[config.mk]
export PLATFORM = sky130hd
export DESIGN_NAME = new_rx_control
export DESIGN_NICKNAME = d
export VERILOG_FILES = /design/src/rtl/rx_ctrl_pkg.sv /design/src/rtl/rx_cmd_slot.sv /design/src/rtl/time_compare.sv /design/src/rtl/new_rx_control.sv
export SDC_FILE = /design/constraint.sdc
export NUM_CORES = 2
export LEC_CHECK = 0
export ABC_AREA = 1
export BUFFER_PORTS_ARGS = -buffer_cell sky130_fd_sc_hd__buf_4
export CELL_PAD_IN_SITES_DETAIL_PLACEMENT = 1
export CELL_PAD_IN_SITES_GLOBAL_PLACEMENT = 2
export CORE_MARGIN = 4
export CORE_UTILIZATION = 33
export CTS_CLUSTER_SIZE = 24
export DETAILED_ROUTE_END_ITERATION = 12
export GPL_TIMING_DRIVEN = 1
export MAX_ROUTING_LAYER = met4
export PLACE_DENSITY = 0.78
export SYNTH_ARGS = -nofsm -noshare
export SYNTH_HDL_FRONTEND = slang
export SYNTH_SLANG_ARGS = --single-unit
[constraint.sdc]
create_clock -name clk -period 3.86 [get_ports clk]
set_clock_uncertainty 0.05 [all_clocks]
set_input_delay 1.158 -clock clk [delete_from_list [all_inputs] [get_ports clk]]
set_output_delay 1.158 -clock clk [all_outputs]
set_load 0.005 [all_outputs]
[src/rtl/rx_ctrl_pkg.sv]
`default_nettype none
// +----------------------------------------------------------------------------+
// | rx_ctrl_pkg                                                                |
// | Shared types and constants for the RX sample controller.                   |
// | Rev 1.0 - initial release                                                  |
// +----------------------------------------------------------------------------+
package rx_ctrl_pkg;

    typedef enum logic [2:0] {
        S_IDLE      = 3'd0,
        S_WAIT_TIME = 3'd1,
        S_SAMP0     = 3'd2,
        S_SAMP1     = 3'd3,
        S_ERROR     = 3'd4
    } rx_state_t;

    localparam logic [31:0] c_ERR_ACK          = 32'h1;
    localparam logic [31:0] c_ERR_LATE         = 32'h2;
    localparam logic [31:0] c_ERR_BROKEN_CHAIN = 32'h4;
    localparam logic [31:0] c_ERR_OVERRUN      = 32'h8;

    localparam int c_TDATA_W       = 176;
    localparam int c_OFF_SAMPLE1   = 0;
    localparam int c_OFF_SAMPLE0   = 32;
    localparam int c_OFF_TIME      = 64;
    localparam int c_OFF_SID       = 128;
    localparam int c_OFF_SEQ       = 160;
    localparam int c_BIT_EOP       = 172;
    localparam int c_BIT_EOB       = 173;
    localparam int c_BIT_HAS_TIME  = 174;
    localparam int c_BIT_ODD       = 175;

    localparam logic [7:0] c_REG_CMD     = 8'd0;
    localparam logic [7:0] c_REG_TIME_HI = 8'd1;
    localparam logic [7:0] c_REG_TIME_LO = 8'd2;
    localparam logic [7:0] c_REG_SID     = 8'd3;
    localparam logic [7:0] c_REG_SPP     = 8'd4;

    // Pending slot entry: {cmd[31:0], time[63:0]}
    localparam int c_SLOT_W = 96;

    function automatic logic [63:0] f_err_code(input logic [31:0] code, input logic [11:0] seq);
        return {code, 20'd0, seq};
    endfunction

endpackage
`default_nettype wire

[src/rtl/rx_cmd_slot.sv]
`default_nettype none
// +----------------------------------------------------------------------------+
// | rx_cmd_slot                                                                |
// | Single-entry pending command register; commits while full are dropped.     |
// | Rev 1.0 - initial release                                                  |
// +----------------------------------------------------------------------------+
module rx_cmd_slot
    import rx_ctrl_pkg::*;
(
    input  logic                clk,
    input  logic                reset,
    input  logic                i_commit,
    input  logic [c_SLOT_W-1:0] i_entry,
    input  logic                i_load,
    input  logic                i_clr,
    output logic                o_full,
    output logic [c_SLOT_W-1:0] o_entry
);
    logic                r_full;
    logic [c_SLOT_W-1:0] r_entry;

    always_ff @(posedge clk) begin
        if (reset) begin
            r_full  <= 1'b0;
            r_entry <= '0;
        end else if (i_load || i_clr) begin
            r_full  <= 1'b0;
        end else if (i_commit && !r_full) begin
            r_full  <= 1'b1;
            r_entry <= i_entry;
        end
    end

    assign o_full  = r_full;
    assign o_entry = r_entry;
endmodule
`default_nettype wire

[src/rtl/time_compare.sv]
`default_nettype none
// +----------------------------------------------------------------------------+
// | time_compare                                                               |
// | Compares the current time against a trigger time (now / early / late).     |
// | Rev 1.0 - initial release                                                  |
// +----------------------------------------------------------------------------+
module time_compare (
    input  logic [63:0] i_time_now,
    input  logic [63:0] i_trigger_time,
    output logic        o_now,
    output logic        o_early,
    output logic        o_late
);
    assign o_now   = (i_time_now == i_trigger_time);
    assign o_early = (i_time_now <  i_trigger_time);
    assign o_late  = (i_time_now >  i_trigger_time);
endmodule
`default_nettype wire

[src/rtl/new_rx_control.sv]
`default_nettype none
// +----------------------------------------------------------------------------+
// | new_rx_control                                                             |
// | Timed RX sample controller: pairs DSP samples into 176-bit framer lines.   |
// | Optional NEW_RX_CONTROL_STATS_EN adds pkt_count / ovf_count outputs.       |
// | Rev 1.0 - initial release                                                  |
// +----------------------------------------------------------------------------+
module new_rx_control
    import rx_ctrl_pkg::*;
#(
    parameter int BASE = 0
) (
    input  logic                 clk,
    input  logic                 reset,
    input  logic                 clear,
    input  logic                 set_stb,
    input  logic [7:0]           set_addr,
    input  logic [31:0]          set_data,
    input  logic [63:0]          vita_time,
    input  logic [31:0]          sample,
    input  logic                 strobe,
    output logic                 run,
    output logic [c_TDATA_W-1:0] sample_tdata,
    output logic                 sample_tvalid,
    input  logic                 sample_tready,
    output logic                 error_stb,
    output logic [63:0]          error_code,
    output logic                 busy
`ifdef NEW_RX_CONTROL_STATS_EN
   ,output logic [31:0]          pkt_count,
    output logic [31:0]          ovf_count
`endif
);
    localparam logic [7:0] c_ADDR_CMD     = 8'(BASE) + c_REG_CMD;
    localparam logic [7:0] c_ADDR_TIME_HI = 8'(BASE) + c_REG_TIME_HI;
    localparam logic [7:0] c_ADDR_TIME_LO = 8'(BASE) + c_REG_TIME_LO;
    localparam logic [7:0] c_ADDR_SID     = 8'(BASE) + c_REG_SID;
    localparam logic [7:0] c_ADDR_SPP     = 8'(BASE) + c_REG_SPP;

    logic w_rst;
    assign w_rst = reset | clear;

    logic [31:0] r_cmd_word, r_time_hi, r_sid;
    logic [15:0] r_spp;
    logic        r_act_imm, r_act_chain, r_act_reload;
    logic [27:0] r_act_num, r_samps_left;
    logic [63:0] r_act_time, r_pkt_time;
    logic [15:0] r_pkt_cnt;
    logic [31:0] r_sample0;
    logic [11:0] r_seqnum;
    logic [c_TDATA_W-1:0] r_tdata;
    logic        r_tvalid, r_err_stb;
    logic [63:0] r_err_code;
    rx_state_t   r_state, w_state_n;

    logic                w_commit, w_slot_full;
    logic [c_SLOT_W-1:0] w_slot_entry;
    logic [31:0]         w_slot_cmd;
    logic [63:0]         w_slot_time;
    logic                w_now, w_early, w_late;

    assign w_commit    = set_stb && (set_addr == c_ADDR_TIME_LO);
    assign w_slot_cmd  = w_slot_entry[95:64];
    assign w_slot_time = w_slot_entry[63:0];

    logic w_slot_load, w_slot_clr, w_start, w_arm, w_cap, w_emit, w_odd, w_eop, w_eob;
    logic w_chain_load, w_rearm, w_err;
    logic [31:0] w_err_word;

    rx_cmd_slot u_slot (
        .clk      (clk),
        .reset    (w_rst),
        .i_commit (w_commit),
        .i_entry  ({r_cmd_word, r_time_hi, set_data}),
        .i_load   (w_slot_load),
        .i_clr    (w_slot_clr),
        .o_full   (w_slot_full),
        .o_entry  (w_slot_entry)
    );

    time_compare u_tc (
        .i_time_now     (vita_time),
        .i_trigger_time (r_act_time),
        .o_now          (w_now),
        .o_early        (w_early),
        .o_late         (w_late)
    );

    logic [15:0] w_spp_eff;
    logic        w_last, w_pkt_full, w_stop, w_accept, w_accept_eop, w_out_busy;
    logic [11:0] w_seq_cur;

    assign w_spp_eff    = (r_spp == 16'd0) ? 16'd1 : r_spp;
    assign w_last       = (r_samps_left <= 28'd1);
    assign w_pkt_full   = (({1'b0, r_pkt_cnt} + 17'd1) >= {1'b0, w_spp_eff});
    assign w_stop       = w_slot_full && w_slot_cmd[28];
    assign w_accept     = r_tvalid && sample_tready;
    assign w_accept_eop = w_accept && r_tdata[c_BIT_EOP];
    // Output register counts as free if its line leaves this very cycle
    assign w_out_busy   = r_tvalid && !sample_tready;
    // Seqnum as it will be after any eop line accepted this cycle
    assign w_seq_cur    = r_seqnum + {11'd0, w_accept_eop};

    always_ff @(posedge clk) begin
        if (w_rst) r_state <= S_IDLE;
        else       r_state <= w_state_n;
    end

    always_comb begin
        w_state_n    = r_state;
        w_slot_load  = 1'b0;
        w_slot_clr   = 1'b0;
        w_start      = 1'b0;
        w_arm        = 1'b0;
        w_cap        = 1'b0;
        w_emit       = 1'b0;
        w_odd        = 1'b0;
        w_eop        = 1'b0;
        w_eob        = 1'b0;
        w_chain_load = 1'b0;
        w_rearm      = 1'b0;
        w_err        = 1'b0;
        w_err_word   = 32'd0;
        unique case (r_state)
            S_IDLE: begin
                if (w_slot_full) begin
                    w_slot_load = 1'b1;
                    if (!w_slot_cmd[28]) begin
                        w_start   = 1'b1;
                        w_state_n = S_WAIT_TIME;
                    end
                end
            end
            S_WAIT_TIME: begin
                if (r_act_imm || w_now) begin
                    w_arm     = 1'b1;
                    w_state_n = S_SAMP0;
                end else if (w_late && !w_early) begin
                    w_err      = 1'b1;
                    w_err_word = c_ERR_LATE;
                    w_state_n  = S_ERROR;
                end
            end
            S_SAMP0: begin
                if (strobe) begin
                    if (w_out_busy) begin
                        w_err      = 1'b1;
                        w_err_word = c_ERR_OVERRUN;
                        w_slot_clr = 1'b1;
                        w_state_n  = S_ERROR;
                    end else begin
                        w_cap = 1'b1;
                        if (w_last || w_pkt_full || w_stop) begin
                            w_emit = 1'b1;
                            w_odd  = 1'b1;
                        end else begin
                            w_state_n = S_SAMP1;
                        end
                    end
                end
            end
            S_SAMP1: begin
                if (strobe) begin
                    w_cap     = 1'b1;
                    w_emit    = 1'b1;
                    w_state_n = S_SAMP0;
                end
            end
            S_ERROR: begin
                if (!r_tvalid) w_state_n = S_IDLE;
            end
            default: w_state_n = S_IDLE;
        endcase
        // End-of-command handling shared by both capture states
        if (w_emit) begin
            w_eop = w_last || w_pkt_full || w_stop;
            if (w_stop) begin
                w_eob       = 1'b1;
                w_slot_load = 1'b1;
                w_state_n   = S_IDLE;
            end else if (w_last) begin
                if (!r_act_chain) begin
                    w_eob     = 1'b1;
                    w_state_n = S_IDLE;
                end else if (w_slot_full) begin
                    w_chain_load = 1'b1;
                    w_slot_load  = 1'b1;
                end else if (r_act_reload) begin
                    w_rearm = 1'b1;
                end else begin
                    w_eob      = 1'b1;
                    w_err      = 1'b1;
                    w_err_word = c_ERR_BROKEN_CHAIN;
                    w_state_n  = S_ERROR;
                end
            end
        end
    end

    logic [c_TDATA_W-1:0] w_line;
    logic [63:0]          w_time_first;

    assign w_time_first = (r_pkt_cnt == 16'd0) ? vita_time : r_pkt_time;

    always_comb begin
        w_line = '0;
        w_line[c_OFF_SAMPLE1 +: 32] = w_odd ? 32'd0 : sample;
        w_line[c_OFF_SAMPLE0 +: 32] = w_odd ? sample : r_sample0;
        w_line[c_OFF_TIME    +: 64] = w_time_first;
        w_line[c_OFF_SID     +: 32] = r_sid;
        w_line[c_OFF_SEQ     +: 12] = w_seq_cur;
        w_line[c_BIT_EOP]           = w_eop;
        w_line[c_BIT_EOB]           = w_eob;
        w_line[c_BIT_HAS_TIME]      = 1'b1;
        w_line[c_BIT_ODD]           = w_odd;
    end

    always_ff @(posedge clk) begin
        if (w_rst) begin
            r_cmd_word   <= '0;
            r_time_hi    <= '0;
            r_sid        <= '0;
            r_spp        <= '0;
            r_act_imm    <= 1'b0;
            r_act_chain  <= 1'b0;
            r_act_reload <= 1'b0;
            r_act_num    <= '0;
            r_act_time   <= '0;
            r_samps_left <= '0;
            r_pkt_cnt    <= '0;
            r_pkt_time   <= '0;
            r_sample0    <= '0;
            r_seqnum     <= '0;
            r_tdata      <= '0;
            r_tvalid     <= 1'b0;
            r_err_stb    <= 1'b0;
            r_err_code   <= '0;
        end else begin
            if (set_stb && set_addr == c_ADDR_CMD)     r_cmd_word <= set_data;
            if (set_stb && set_addr == c_ADDR_TIME_HI) r_time_hi  <= set_data;
            if (set_stb && set_addr == c_ADDR_SID)     r_sid      <= set_data;
            if (set_stb && set_addr == c_ADDR_SPP)     r_spp      <= set_data[15:0];

            if (w_start) begin
                r_act_imm    <= w_slot_cmd[31];
                r_act_chain  <= w_slot_cmd[30];
                r_act_reload <= w_slot_cmd[29];
                r_act_num    <= w_slot_cmd[27:0];
                r_act_time   <= w_slot_time;
            end
            if (w_arm) begin
                r_samps_left <= r_act_num;
                r_pkt_cnt    <= '0;
            end
            if (w_cap) begin
                r_samps_left <= r_samps_left - 28'd1;
                if (r_state == S_SAMP0)  r_sample0  <= sample;
                if (r_pkt_cnt == 16'd0)  r_pkt_time <= vita_time;
                r_pkt_cnt <= (w_emit && w_eop) ? 16'd0 : r_pkt_cnt + 16'd1;
            end
            // A chained or re-armed command continues without a new time wait
            if (w_chain_load) begin
                r_act_imm    <= w_slot_cmd[31];
                r_act_chain  <= w_slot_cmd[30];
                r_act_reload <= w_slot_cmd[29];
                r_act_num    <= w_slot_cmd[27:0];
                r_act_time   <= w_slot_time;
                r_samps_left <= w_slot_cmd[27:0];
            end
            if (w_rearm) r_samps_left <= r_act_num;

            if (w_emit) begin
                r_tdata  <= w_line;
                r_tvalid <= 1'b1;
            end else if (w_accept) begin
                r_tvalid <= 1'b0;
            end

            if (set_stb && set_addr == c_ADDR_SID) r_seqnum <= '0;
            else if (w_accept_eop)                 r_seqnum <= r_seqnum + 12'd1;

            r_err_stb <= w_err;
            if (w_err) r_err_code <= f_err_code(w_err_word, w_seq_cur);
        end
    end

    assign run           = (r_state == S_SAMP0) || (r_state == S_SAMP1);
    assign busy          = (r_state == S_WAIT_TIME) || run || w_slot_full;
    assign sample_tdata  = r_tdata;
    assign sample_tvalid = r_tvalid;
    assign error_stb     = r_err_stb;
    assign error_code    = r_err_code;

`ifdef NEW_RX_CONTROL_STATS_EN
    logic [31:0] r_pkt_count, r_ovf_count;

    always_ff @(posedge clk) begin
        if (w_rst) begin
            r_pkt_count <= '0;
            r_ovf_count <= '0;
        end else begin
            if (w_accept_eop && r_pkt_count != 32'hFFFF_FFFF)
                r_pkt_count <= r_pkt_count + 32'd1;
            if (w_err && w_err_word == c_ERR_OVERRUN && r_ovf_count != 32'hFFFF_FFFF)
                r_ovf_count <= r_ovf_count + 32'd1;
        end
    end

    assign pkt_count = r_pkt_count;
    assign ovf_count = r_ovf_count;
`endif
endmodule
`default_nettype wire

# [Yosys cells after proc, flatten, opt, wreduce, memory -nomap -nowiden]
# Cells that the tools add are included.
[op_classes] n_div=0 addsub=5 reduce_logical=34 n_bitwise=2 n_mul=0 shifts=0 eq_ne=9 magnitude_cmp=4 mux=99
[op_table] operator="32-bit two-way mux" n=8
[op_table] operator="64-bit two-way mux" n=3
[op_table] operator="28-bit two-way mux" n=6
[op_table] operator="64-bit == test" n=1
[op_table] operator="64-bit greater-than comparator" n=1
[op_table] operator="64-bit less-than comparator" n=1
[op_table] operator="16-bit two-way mux" n=4
[op_table] operator="1-bit two-way mux" n=54
[op_table] operator="3-bit two-way mux" n=15
[op_table] operator="16-bit logical NOT" n=2
[op_table] operator="28-bit by 1-bit <= comparator with 1-bit output (second input constant)" n=1
[op_table] operator="28-bit by 1-bit subtractor with 28-bit output (second input constant)" n=1
[op_table] operator="16-bit by 1-bit adder with 17-bit output (second input constant)" n=1
[op_table] operator="17-bit by 16-bit greater-or-equal comparator with 1-bit output" n=1
[op_table] operator="16-bit by 1-bit adder with 16-bit output (second input constant)" n=1
[op_table] operator="8-bit by 2-bit == test with 1-bit output (second input constant)" n=2
[op_table] operator="3-bit case mux with 5 select lines" n=1
[op_table] operator="12-bit by 1-bit adder with 12-bit output" n=1
[op_table] operator="12-bit by 1-bit adder with 12-bit output (second input constant)" n=1
[op_table] operator="1-bit logical AND" n=12
[op_table] operator="8-bit by 1-bit == test with 1-bit output (second input constant)" n=1
[op_table] operator="8-bit by 3-bit == test with 1-bit output (second input constant)" n=1
[op_table] operator="8-bit logical NOT" n=1
[op_table] operator="4-bit two-way mux" n=2
[op_table] operator="other kinds (15)" n=31
[totals] register_bits=681 latchBits=0 mem_count=0 out_inout_bits=244 word_cells=174 romBits=0 ramBits=0 input_bits=142

# [Depth between registers and ports, before layout]
[logic_depth] word_depth=15 ltp_mapped=27 depth_no_buf=25

# [Modules after synthesis]
# Synthesis repeated with hierarchy kept, for this count alone.
[unflattened] hier_cells=4008 hier_area_um2=29753.5
[modules_own_cells] module="new_rx_control" instances=1 seq_area_each_um2=11110.7 area_each_um2=23611.4 cells_each=3092
[modules_own_cells] module="rx_cmd_slot" instances=1 seq_area_each_um2=1941.9 area_each_um2=4393.0 cells_each=634
[modules_own_cells] module="time_compare" instances=1 seq_area_each_um2=0.0 area_each_um2=1749.2 cells_each=282

# [Least setup slack after synthesis]
# OpenSTA, ideal clock, no wires.
[synth_path] kind="reg2reg" start="register r_pkt_cnt[0]" end="register u_slot.r_entry[64], in the netlist u_slot.o_entry[64]" stages_incl_launch_ff=23 path_slack_ns=0.643 arrival_time_ns=3.055 n_path_buf=2 period_less_slack_ns=3.217 cell_sequence="dfxtp_1 -> ha_1 -> nand3_1 -> nor2_1 -> nand4_1 -> nor2_1 -> nand2_1 -> xnor2_1 -> ha_1 -> nand2_1 -> nand2_1 -> a21oi_1 -> nand3_1 -> nor2_1 -> nand2_4 -> nand2_8 -> nand2_8 -> o21ai_4 -> nand3_2 -> buf_6 -> buf_6 -> nor2_1 -> nor2_1"
[synth_between] elab_chain_cells=12
[synth_rtl] element="start, declared" line_no="new_rx_control.sv:48" text="logic [15:0] r_pkt_cnt;"
[synth_rtl] element="start signal, assigned" line_no="new_rx_control.sv:259" text="r_pkt_cnt <= (w_emit && w_eop) ? 16'd0 : r_pkt_cnt + 16'd1;"
[synth_rtl] element="16-bit by 1-bit adder with 17-bit output" line_no="new_rx_control.sv:95" text="assign w_pkt_full = (({1'b0, r_pkt_cnt} + 17'd1) >= {1'b0, w_spp_eff});"
[synth_rtl] element="17-bit by 16-bit greater-or-equal comparator with 1-bit output" line_no="new_rx_control.sv:95"
[synth_rtl] element="1-bit logical OR (2 in series)" line_no="new_rx_control.sv:153" text="if (w_last || w_pkt_full || w_stop) begin"
[synth_rtl] element="1-bit two-way mux" line_no="new_rx_control.sv:153"
[synth_rtl] element="1-bit two-way mux" line_no="new_rx_control.sv:146" text="if (w_out_busy) begin"
[synth_rtl] element="1-bit two-way mux" line_no="new_rx_control.sv:145" text="if (strobe) begin"
[synth_rtl] element="1-bit case mux with 2 select lines" line_no="new_rx_control.sv:124" text="unique case (r_state)"
[synth_rtl] element="1-bit two-way mux" line_no="new_rx_control.sv:175" text="if (w_emit) begin"
[synth_rtl] element="1-bit logical OR" line_no="rx_cmd_slot.sv:26" text="end else if (i_load || i_clr) begin"
[synth_rtl] element="1-bit NOT (no source line)"
[synth_rtl] element="2-bit AND reduction (no source line)"
[synth_rtl] element="end signal, assigned" line_no="rx_cmd_slot.sv:30" text="r_entry <= i_entry;"
[synth_rtl] element="end, declared" line_no="rx_cmd_slot.sv:20" text="logic [c_SLOT_W-1:0] r_entry;"
# No other way between the ends.
# A chain may end at the register's enable or synchronous reset.

# [Worst setup path after layout]
[layout_path] start="register r_pkt_cnt[1]" end="register u_slot.r_entry[87], in the netlist u_slot.o_entry[87]"
# The elaborated chain is that of the path after synthesis.

==> impl_results.md <==
- Status: completed
- Top-count cell post-synth: dfxtp_1
- Die height: 305.0 um
- Placed cells: 5185
- First-pass GRT wire length: 157.6 mm
- Core area: 87160 um^2
- CP max stage delay: 0.34 ns
- CTS Root Cell: clkbuf_16
- Initial drt markers: 1366
- Max stage delay cell, worst path: dfxtp_2
- H-tree depth: 3
- Clk slew on worst S/H paths: 0.06 ns
- Gr usage total: 0.2175
- Pin count of the biggest net entering global routing: 151
- Mapped cell area: 29100 um^2
- Register bit total from synthesis: 652
- Initial Util: 0.3339
- DIE AREA: 93010 um^2
- RSZ-0062 raised after global routing: yes
- Reg-to-Reg End: u_slot.o_entry[87]
- Synth Area in Adders: 0.03740
- Setup violations, final: 0
- Routability cong.: 0.8387
- Routed len/inst: 19.22 um
- Max_cap viols: 0
- Post-DRT Antenna Nets: 0
- Overall power: 14.94 mW
- Hold path endpoint: r_act_imm
- CP required: 4.28 ns
- Post-Place Worst Slack: -0.07995 ns
- Slew margin rel.: 0.4880
- Mean Syn Cell Area: 7.623 um^2
- Multi-input gate area: 13490 um^2
- Sink Count: 652
- CP Capture Type: flop
- Least-Margin Pin Slew: 0.7669 ns
- Hold Crit Depth: 2
- Width of the die: 305.0 um
- CTS tree: yes
- Crit path top cell by count: nor2_1
- Vias in the first global route: 26770
- First-pass iteration count of the detailed router: 5
- Count of different cell masters after synthesis: 50
- Xor/xnor cell area share of the yosys netlist: 0.008727
- Initial antenna violation count: 5
- DRC errors left: 0
- Final wirelength: 102.7 mm
- Pwr Density: 413.0 nW/um^2
- Synth Warn #: 0
- Worst setup margin: 0.2393 ns
- Hold Crit Class: flop to flop
- Layout cells sized above 1: 0.1781
- Asr flop ratio synth: 0
- Largest family of logic cells by synthesized area: simple AND/OR/NAND/NOR gates
- Critical Path AT: 4.04 ns
- Final Hold Fails: 0
- Compound-Gate Fraction of Synth Area: 0.1893
- Post-synth top area share: 0.4485
- R2R Path Start: r_pkt_cnt[1]
- Area leader, netlist: dfxtp_1
- Synth cell count leaders: dfxtp_1 (652), nand2_1 (562), nor2_1 (453)
- Longest Clk Path Bufs: 3
- GRT overflow: 0
- Via density: 4.963
- Storage element area: 13060 um^2
- Via count: 26510
- Post-detail-place hpwl: 70.76 mm
- Final Max Slew Viols: 0
- Worst vdd ir: 0.3144 mV
- F_max: 0.2762 GHz
- Synth Flop Type: dfxtp_1
- R2R cell count: 25
- Post-synth EDFFs: 0
- Final TNS setup: 0 ns
- TritonCTS Buffers: 79
- Clk Latency, worst-skew pair: 0.62 ns
- Simple-gate area share of the yosys netlist: 0.1934
- Period utilization: 0.9380
- Fillers: 10620
- Port Buffers: 336
- Crit path max-delay family: simple AND/OR/NAND/NOR gates
- DP Area: 33230 um^2
- Sequential-to-total area share from yosys stat: 0.4485
- Final #Nets: 4351
- Hold-fix buffers, CTS: 0
- Ranking of synthesized cells by area: dfxtp_1 (45%), nand2_1 (7.2%), o21ai_0 (6.9%)
- I/O pin cnt: 386
- Clock period minus worst slack: 3.621 ns
- Gate count of the mapped netlist: 3818
- Kind of critical path: flop to flop
- Hold_sp: u_slot.o_entry[95]
- Critical-path maximum fanout: 18
- Critical path startpoint category: flop
- Worst reg-to-reg setup slack: 0.24 ns
- Finished Cell Area: 36170 um^2
- Area delta synth->final: 24.27%
- Rows: 108
- LEAKAGE: 15.28 nW
- Mux contribution to synthesized area: 0.02438
- Layout Cells excl Fill: 5342
- WP buf/inv: 4
area by class of cell:
class                      instances  area share
timing repair buffer             476      0.1142
inverter                         357     0.03771
antenna                            3   0.0002076
multi-input combinational       2556      0.3729
clock buffer                     118     0.06608
sequential                       652      0.3610
tap                             1155     0.03996
clock inverter                    25    0.007888
how the worst max path moves through the flow:
stage                     slack [ns]  depth (start not counted)                  to           from
after floorplan                 0.64                         22  u_slot.o_entry[64]   r_pkt_cnt[0]
after global placement         -0.03                         14        r_pkt_cnt[2]  vita_time[39]
after global routing           -0.03                         23  u_slot.o_entry[80]   r_pkt_cnt[1]
after detailed placement       -0.08                         14        r_pkt_cnt[2]  vita_time[39]
final                           0.24                         25  u_slot.o_entry[87]   r_pkt_cnt[1]
after CTS                       0.05                         25      r_act_time[11]   r_pkt_cnt[1]
tightest hold or removal path, cell delays in order, from the launching register on:
cell	delay, ns
dfxtp_1	0.30
inv_1	0.06
a21oi_1	0.05
state kept, by name, summed over array words and instances, names as in the netlist, 3 cells and up:
register / cells
r_time_hi: 32
r_state: 3
r_cmd_word: 32
error_code: 15
r_samps_left: 28
r_seqnum: 12
r_act_num: 28
r_spp: 16
r_sample0: 32
r_sid: 32
u_slot.o_entry: 96
r_pkt_time: 64
r_pkt_cnt: 16
sample_tdata: 176
r_act_time: 64
where the power goes:
group	total (mW)	internal, mW	leakage, nW	switching (mW)
logic	0.557	0.198	8.72	0.359
registers	6.73	6.73	5.25	0.000793
clock network	7.65	4.62	1.31	3.03
total	14.9	11.5	15.3	3.39
metal layers:
layer	track usage	vias up	share of wire
li1	-	13190	-
met4	0.04567	0	0.018
met3	0.04715	114	0.053
met2	0.3363	480	0.45
met5	-	-	0
met1	0.2935	12730	0.48
what timing repair did:
item                                    in CTS  in global routing
pin swaps                                    0                  6
endpoints found under the setup margin      12                392
gates cloned                                 0                  4
setup buffers                                0                  7
resized for setup                            1                 31
logic make-up after synthesis:
logic type / Yosys count
simple gates: 1315
buf+inv: 658
fa+ha+maj: 87
xor+xnor: 29
compound gates: 1013
flops: 652
other cells: 1
mux: 63
metrics by stage:
step | util | hold slack (ns)
after floorplan | - | 0.3798
after global placement | 0.3813 | 0.3975
after detailed placement | 0.3813 | 0.4008
after CTS | 0.4120 | 0.4096
after global routing | 0.4149 | 0.4222
final | 0.4149 | 0.4056
cells in the final DEF, fill, tap and decap left out, drive strengths merged, types with 8 or more instances in the layout:
master  instances
clkinv         15
nor4            9
o21ai         461
xor2           21
nand4         114
buf           472
nand2         571
dfxtp         652
nand3         122
nor2          465
clkbuf        122
mux2           63
ha             87
inv           357
o21bai         71
a211oi         33
nor3           24
a31oi          35
xnor2           8
conb           49
a21oi         401
Note: power is estimated with default switching activity, not from simulation.
